File: config.mk
export PLATFORM = sky130hd
export DESIGN_NAME = rpe_dbuf
export DESIGN_NICKNAME = d
export VERILOG_FILES = /design/src/rtl/rpe_dbuf.sv
export SDC_FILE = /design/constraint.sdc
export NUM_CORES = 1
export LEC_CHECK = 0
export ABC_AREA = 1
export ABC_CLOCK_PERIOD_IN_PS = 5300
export BUFFER_PORTS_ARGS = -buffer_cell sky130_fd_sc_hd__buf_2
export CAP_MARGIN = 40
export CORE_ASPECT_RATIO = 1.2
export CORE_MARGIN = 1
export CORE_UTILIZATION = 40
export CTS_BUF_LIST = sky130_fd_sc_hd__clkbuf_16
export CTS_CLUSTER_SIZE = 16
export DETAILED_ROUTE_END_ITERATION = 7
export PLACE_DENSITY_LB_ADDON = 0.3
export SYNTH_ARGS = -nofsm -noshare
export SYNTH_HDL_FRONTEND = slang
export SYNTH_SLANG_ARGS = --single-unit
export TNS_END_PERCENT = 1
File: constraint.sdc
create_clock -name clk -period 5.3 [get_ports clk]
set_input_delay 0 -clock clk [delete_from_list [all_inputs] [get_ports clk]]
set_output_delay 0 -clock clk [all_outputs]
set_load 0.05 [all_outputs]
File: src/rtl/rpe_dbuf.sv
`default_nettype none
// ============================================================================
// Module   : rpe_dbuf
// Purpose  : Weight-stationary reduced-precision systolic processing element
//            with double-buffered weights. A shadow weight shifts down the
//            column while the active weight feeds the MAC. A registered swap
//            wavefront copies shadow to active. Activations flow right,
//            weights and partial sums flow down. Every path has one cycle of
//            latency.
// Ports    : clk, rst                      clock / async active-high reset
//            weight_in, weight_in_valid    weight load beat from PE above
//            weight_out, weight_out_valid  weight chain to PE below
//            swap_in / swap_out            shadow->active swap wavefront
//            act_in, act_valid_in          activation (and psum) beat, left
//            act_out, act_valid_out        activation to PE on the right
//            psum_in / psum_out            signed partial sum, above/below
//            psum_sat                      current psum_out was clamped
// Options  : `define RPE_PSUM_SAT_EN to enable the saturating accumulator.
//            Without it, psum_out wraps and psum_sat is tied low.
// Revision : 1.0  initial release
// ============================================================================
module rpe_dbuf #(
  parameter int SIZE   = 8,
  parameter int ACT_W  = 7,
  parameter int WGT_W  = 4,
  parameter int PSUM_W = (ACT_W + 1) + WGT_W + 4 + $clog2(SIZE)
) (
  input  logic                     clk,
  input  logic                     rst,
  input  logic [WGT_W:0]           weight_in,
  input  logic                     weight_in_valid,
  output logic [WGT_W:0]           weight_out,
  output logic                     weight_out_valid,
  input  logic                     swap_in,
  output logic                     swap_out,
  input  logic [ACT_W-1:0]         act_in,
  input  logic                     act_valid_in,
  output logic [ACT_W-1:0]         act_out,
  output logic                     act_valid_out,
  input  logic signed [PSUM_W-1:0] psum_in,
  output logic signed [PSUM_W-1:0] psum_out,
  output logic                     psum_sat
);

  // Working width of the multiply/add. The saturating build needs one guard
  // bit to detect overflow; the wrapping build works directly in PSUM_W.
`ifdef RPE_PSUM_SAT_EN
  localparam int c_SUM_W = PSUM_W + 1;
`else
  localparam int c_SUM_W = PSUM_W;
`endif

  // --------------------------------------------------------------------------
  // State
  // --------------------------------------------------------------------------
  logic [WGT_W:0]           r_wsh;
  logic [WGT_W:0]           r_wact;
  logic [WGT_W:0]           r_weight_out;
  logic                     r_weight_out_valid;
  logic                     r_swap_out;
  logic [ACT_W-1:0]         r_act_out;
  logic                     r_act_valid_out;
  logic signed [PSUM_W-1:0] r_psum_out;
  logic                     r_psum_sat;

  // --------------------------------------------------------------------------
  // Weight decode and product
  // --------------------------------------------------------------------------
  logic                      w_flag;
  logic signed [WGT_W-1:0]   w_sv;
  logic signed [WGT_W-1:0]   w_m;
  logic signed [ACT_W:0]     w_a;
  logic signed [c_SUM_W-1:0] w_a_ext;
  logic signed [c_SUM_W-1:0] w_q_ext;
  logic signed [c_SUM_W-1:0] w_p;
  logic signed [c_SUM_W-1:0] w_sum;
  logic signed [PSUM_W-1:0]  w_psum_next;
  logic                      w_ovf;

  assign w_flag = r_wact[WGT_W];
  assign w_sv   = r_wact[WGT_W-1:0];

  // Flagged codes use a magnitude-symmetric multiplier: negative fields move
  // one step toward zero, so -1 encodes zero and the range stays +/-(2^(W-1)-1).
  assign w_m = w_sv[WGT_W-1] ? (w_sv + {{(WGT_W-1){1'b0}}, 1'b1}) : w_sv;

  // The stored activation has an implicit trailing 1, so it is always odd.
  assign w_a     = {act_in, 1'b1};
  assign w_a_ext = {{(c_SUM_W-ACT_W-1){w_a[ACT_W]}}, w_a};

  // F=0 : q = 2*sV+1, which is {sV, 1}
  // F=1 : q = m * 2^WGT_W, which is {m, WGT_W zeros}
  assign w_q_ext = w_flag
                 ? {{(c_SUM_W-2*WGT_W){w_m[WGT_W-1]}}, w_m, {WGT_W{1'b0}}}
                 : {{(c_SUM_W-WGT_W-1){w_sv[WGT_W-1]}}, w_sv, 1'b1};

  // The true product fits well inside c_SUM_W, so the truncated signed
  // multiply is exact.
  assign w_p = w_a_ext * w_q_ext;

`ifdef RPE_PSUM_SAT_EN
  localparam logic [PSUM_W-1:0] c_PSUM_MAX = {1'b0, {(PSUM_W-1){1'b1}}};
  localparam logic [PSUM_W-1:0] c_PSUM_MIN = {1'b1, {(PSUM_W-1){1'b0}}};

  assign w_sum = {psum_in[PSUM_W-1], psum_in} + w_p;
  // Overflow when the guard bit disagrees with the PSUM_W sign bit.
  assign w_ovf = w_sum[c_SUM_W-1] ^ w_sum[PSUM_W-1];
  assign w_psum_next = !w_ovf             ? w_sum[PSUM_W-1:0]
                     : w_sum[c_SUM_W-1]   ? c_PSUM_MIN
                     :                      c_PSUM_MAX;
`else
  assign w_sum       = psum_in + w_p;
  assign w_ovf       = 1'b0;
  assign w_psum_next = w_sum;
`endif

  // --------------------------------------------------------------------------
  // Weight chain and swap wavefront
  // --------------------------------------------------------------------------
  always_ff @(posedge clk or posedge rst) begin
    if (rst) begin
      r_wsh              <= '0;
      r_wact             <= '0;
      r_weight_out       <= '0;
      r_weight_out_valid <= 1'b0;
      r_swap_out         <= 1'b0;
    end else begin
      if (weight_in_valid) begin
        r_wsh        <= weight_in;
        r_weight_out <= r_wsh;
      end
      // Uses the pre-edge shadow, so a load on the same edge lands in the
      // shadow while the previous shadow becomes active.
      if (swap_in) begin
        r_wact <= r_wsh;
      end
      r_weight_out_valid <= weight_in_valid;
      r_swap_out         <= swap_in;
    end
  end

  // --------------------------------------------------------------------------
  // Activation / partial-sum datapath
  // --------------------------------------------------------------------------
  always_ff @(posedge clk or posedge rst) begin
    if (rst) begin
      r_act_out       <= '0;
      r_act_valid_out <= 1'b0;
      r_psum_out      <= '0;
      r_psum_sat      <= 1'b0;
    end else begin
      r_act_valid_out <= act_valid_in;
      // The flag marks only the beat that was clamped.
      r_psum_sat      <= act_valid_in & w_ovf;
      if (act_valid_in) begin
        r_act_out  <= act_in;
        r_psum_out <= w_psum_next;
      end
    end
  end

  assign weight_out       = r_weight_out;
  assign weight_out_valid = r_weight_out_valid;
  assign swap_out         = r_swap_out;
  assign act_out          = r_act_out;
  assign act_valid_out    = r_act_valid_out;
  assign psum_out         = r_psum_out;
  assign psum_sat         = r_psum_sat;

endmodule
`default_nettype wire
### Word-level counts from Yosys, hierarchy flattened

Cells that the tools add are included.

| word-level totals | value |
|---|---|
| logic and storage cells | 13 |
| flip-flop bits (word level) | 44 |
| input port bits | 36 |

| cells by class | value |
|---|---|
| multiply operators | 1 |
| mux-type cells | 2 |
| add/sub/neg operators | 2 |

Operators with widths:

| kind | count |
|---|---|
| 19-bit adder | 1 |
| 8-bit by 19-bit multiplier with 19-bit output | 1 |
| 19-bit 2-to-1 mux | 1 |
| 4-bit by 1-bit adder with 4-bit output, second input constant | 1 |
| 4-bit 2-to-1 mux | 1 |

### Depth between registers and ports, before layout

| depth | value |
|---|---|
| depth in word-level cells | 5 |
| depth in mapped cells | 28 |
| mapped depth without buffers | 28 |

### Least setup slack after synthesis

OpenSTA, ideal clock, no wires.

| timing | value |
|---|---|
| kind | register -> register |
| start point | reg r_wact[4] |
| end point | reg r_psum_out[18] (netlist: psum_out[18]) |
| setup time | 118 ps |
| required time | 5,182 ps |
| cell stages (with the launch flop) | 24 |
| period minus slack after synthesis | 4,759 ps |
| setup slack | 541 ps |
| buffers on the path | 0 |
| arrival | 4,642 ps |
| cell sequence | dfrtp_1 > nand2_1 > inv_1 > nand2_1 > nand2_1 > inv_2 > nand2_1 > fa_1 > inv_1 > fa_1 > inv_1 > fa_1 > inv_1 > fa_1 > ha_1 > ha_1 > nand2_1 > nor2_1 > nand2_1 > o21bai_1 > nand2_1 > nand3_1 > nand3_1 > nand2_1 |

| between the ends | value |
|---|---|
| longest elaborated chain between the ends | 3 |

Ends and longest elaborated chain:

| what | RTL line | RTL |
|---|---|---|
| start, declared | 57 | `logic [WGT_W:0] r_wact;` |
| start signal, assigned | 135 | `r_wact <= r_wsh;` |
| 19-bit 2-to-1 mux | 94 | `? {{(c_SUM_W-2*WGT_W){w_m[WGT_W-1]}}, w_m, {WGT_W{1'b0}}}` |
| 8-bit by 19-bit multiplier with 19-bit output | 99 | `assign w_p = w_a_ext * w_q_ext;` |
| 19-bit adder | 112 | `assign w_sum = psum_in + w_p;` |
| end signal, assigned | 157 | `r_psum_out <= w_psum_next;` |
| end, declared | 63 | `logic signed [PSUM_W-1:0] r_psum_out;` |

No other way between the ends.
A chain may end at the register's enable or synchronous reset.

### Worst setup path in the final report

| timing | value |
|---|---|
| start point | reg r_wact[3] |
| end point | reg r_psum_out[9] (netlist: psum_out[9]) |

| between the ends | value |
|---|---|
| longest elaborated chain between the ends | 5 |

Ends and longest elaborated chain:

| what | RTL line | RTL |
|---|---|---|
| 4-bit by 1-bit adder with 4-bit output | 85 | `assign w_m = w_sv[WGT_W-1] ? (w_sv + {{(WGT_W-1){1'b0}}, 1'b1}) : w_sv;` |
| 4-bit 2-to-1 mux | 85 |  |
| 19-bit 2-to-1 mux (*) | 94 |  |
| 8-bit by 19-bit multiplier with 19-bit output (*) | 99 |  |
| 19-bit adder (*) | 112 |  |

Every way passes the cells marked *; elsewhere a longest branch is shown, timed or not.

==> reports/metrics.yaml <==
status: "completed"
synth.ff_latch_count: 44
vias_per_cell: 4.77
relSlewSlack_pct: 65.0
crit_family: "adder cells"
setup_viol: 0
drc: 0
grt-ovfl-total: 0
synthCells: 629
die_width_um: 106
syn_nets: 793
ios: 71
layout_commonest_cell: "nand2_1"
ys_top_cells_by_area: "fa_1 (28%), dfrtp_1 (21%), ha_1 (13%)"
min_period_ps: 5020
core_um2: 12700
ff2ff_setup_slack_ps: 280
yosysTopAreaCellShare_pct: 28.1
grt_antenna_before_repair: 0
yosysWarnings: 0
worst_pin_slew_ps: 525
io_buffers: 69
slowest_delay_ps: 580
start_util_pct: 41.0
dp_slack_ps: 146
track_usage_pct: 19.0
place_congestion: 0.877
synth_edf_count: 0
critPathKind: "flip-flop to flip-flop"
hold_viol: 0
path_max_fanout: 6
synth_cell_types: 31
grt_pass1_vias: 4257
worstPathRequired_ps: 5490
cts.clk_slew.worst_paths_ps: 70
rows: 45
fin_skew_ps: 10.5
synth_area_per_cell_um2: 8.27
final_util_pct: 48.0
drt_wl_total_um: 12000
clk_latency_ps: 290
critPathLaunchType: "flip-flop"
clockRootBuffer: "clkbuf_16"
crit_path_top_delay_cell: "fa_1"
cap_violations: 0
area_growth_pct: 16.9
grt_max_degree: 32
cp.arrival_ps: 5210
ant_nets: 0
synthFlopType: "dfrtp_1"
drive_gt1_share_pct: 15.0
syn_area_um2: 5200
cts_buffers: 5
cts_tree: "yes"
die_y_um: 127
synth_async_sr_flop_share_pct: 100
cpMostUsedCell: "fa_1"
timing.fmax_mhz: 199
cts_sinks: 44
clockBufferDepth: 2
n_antenna_cell: 0
final_cell_mix: "nand2_1 (141), inv_1 (134), fa_1 (71)"
post-route-period-util_pct: 94.8
die-area_um2: 13500
worst_slack_ps: 276
finalMaxSlewViolations: 0
via_count: 4174
yosysSeqAreaShare_pct: 21.2
min_path_type: "primary input to flip-flop"
crit_buf_inv: 2
path_cells: "inv_1, a21oi_1, o21ai_0, nand2_1, nand2_1, fa_1, inv_1, fa_1, fa_1, fa_1, fa_1, ha_1, nand2_2, nor2_2, nand2_1, o211ai_1, or2_2, nand3_1, nand2_1"
wl_per_cell_um: 13.7
num-nets-final: 874
end_kind: "flip-flop"
yosysTopAreaCell: "fa_1"
first_pass_iters: 4
first_iter_violations: 154
grt_pass1_wl_um: 20300
h-tree-depth: 2
place.detailed.hpwl_um: 10300
## synth_stat cells (all sizes together), types with 2 or more instances
cell,n
inv,138
o211ai,2
o21a,2
o21ai,30
nand3,18
nand2,147
xor2,4
nor2,60
buf,5
or2,3
xnor2,2
nand3b,5
a31oi,4
ha,55
o21bai,4
clkbuf,6
nand4,3
dfrtp,44
a21oi,21
fa,73
## routing by layer
layer,GRT usage (%),up-vias,wire length [µm]
met5,0,-,0
met4,5.88,0,235
met3,1.95,17,338
met2,33.8,89,6300
met1,24.3,2010,5120
li1,-,2058,-
## flip-flops by register name (all words and copies together) (netlist names)
| name | cells |
|---|---|
| psum_out | 19 |
| weight_out_valid | 1 |
| swap_out | 1 |
| act_valid_out | 1 |
| act_out | 7 |
| r_wsh | 5 |
| weight_out | 5 |
| r_wact | 5 |
## cell type report
class                           count  area [µm²]
Clock buffer                        5         125
Clock inverter                      3        46.3
Fill cell                        1272        6590
Inverter                          139         526
Multi-Input combinational cell    435        3550
Sequential cell                    44        1100
Tap cell                          164         205
Timing Repair Buffer               85         526
## per-stage QoR
stage               instance area [µm²]  hold slack [ps]  setup TNS [ps]  cells
detailed placement                 5790             77.5               0    857
CTS                                6040             29.0               0    873
global route                       6080             38.6           -9.92    875
global placement                   5730              218               0    855
finish                             6080             31.6               0    875
floorplan                          5200             31.4               0    629
## what timing repair did
item                                   in CTS  in global routing
hold buffers                                8                  0
buffers inserted                            0                  2
setup endpoints to repair                   0                  5
endpoints found under the hold margin      27                  0
gates resized for setup                     0                  9
## final timing paths
path,depth (start not counted),from,end
worst max-delay path,19,r_wact[3],psum_out[9]
worst min-delay path,1,act_valid_in,act_valid_out
worst max register to register,19,r_wact[3],psum_out[9]
worst min register to register,2,psum_out[0],psum_out[0]
max in group asynchronous,4,rst,act_out[1]
min in group asynchronous,3,rst,psum_out[17]
## logic make-up (layout without fill, tap and decap cells)
logic type	after synthesis	after routing	share of synthesized area (%)
AO/OA/AOI/OAI	63	63	6.62
XOR/XNOR	6	6	1.01
adder cells (fa/ha/maj)	128	128	41.3
buffers and inverters	150	232	11.0
flip-flops	44	44	21.2
other	1	1	0.0721
AND/OR/NAND/NOR	237	237	18.8
Power is left out: the tool's default activity adds up to more than one toggle a clock period on the data nets, which glitch-free logic cannot reach.
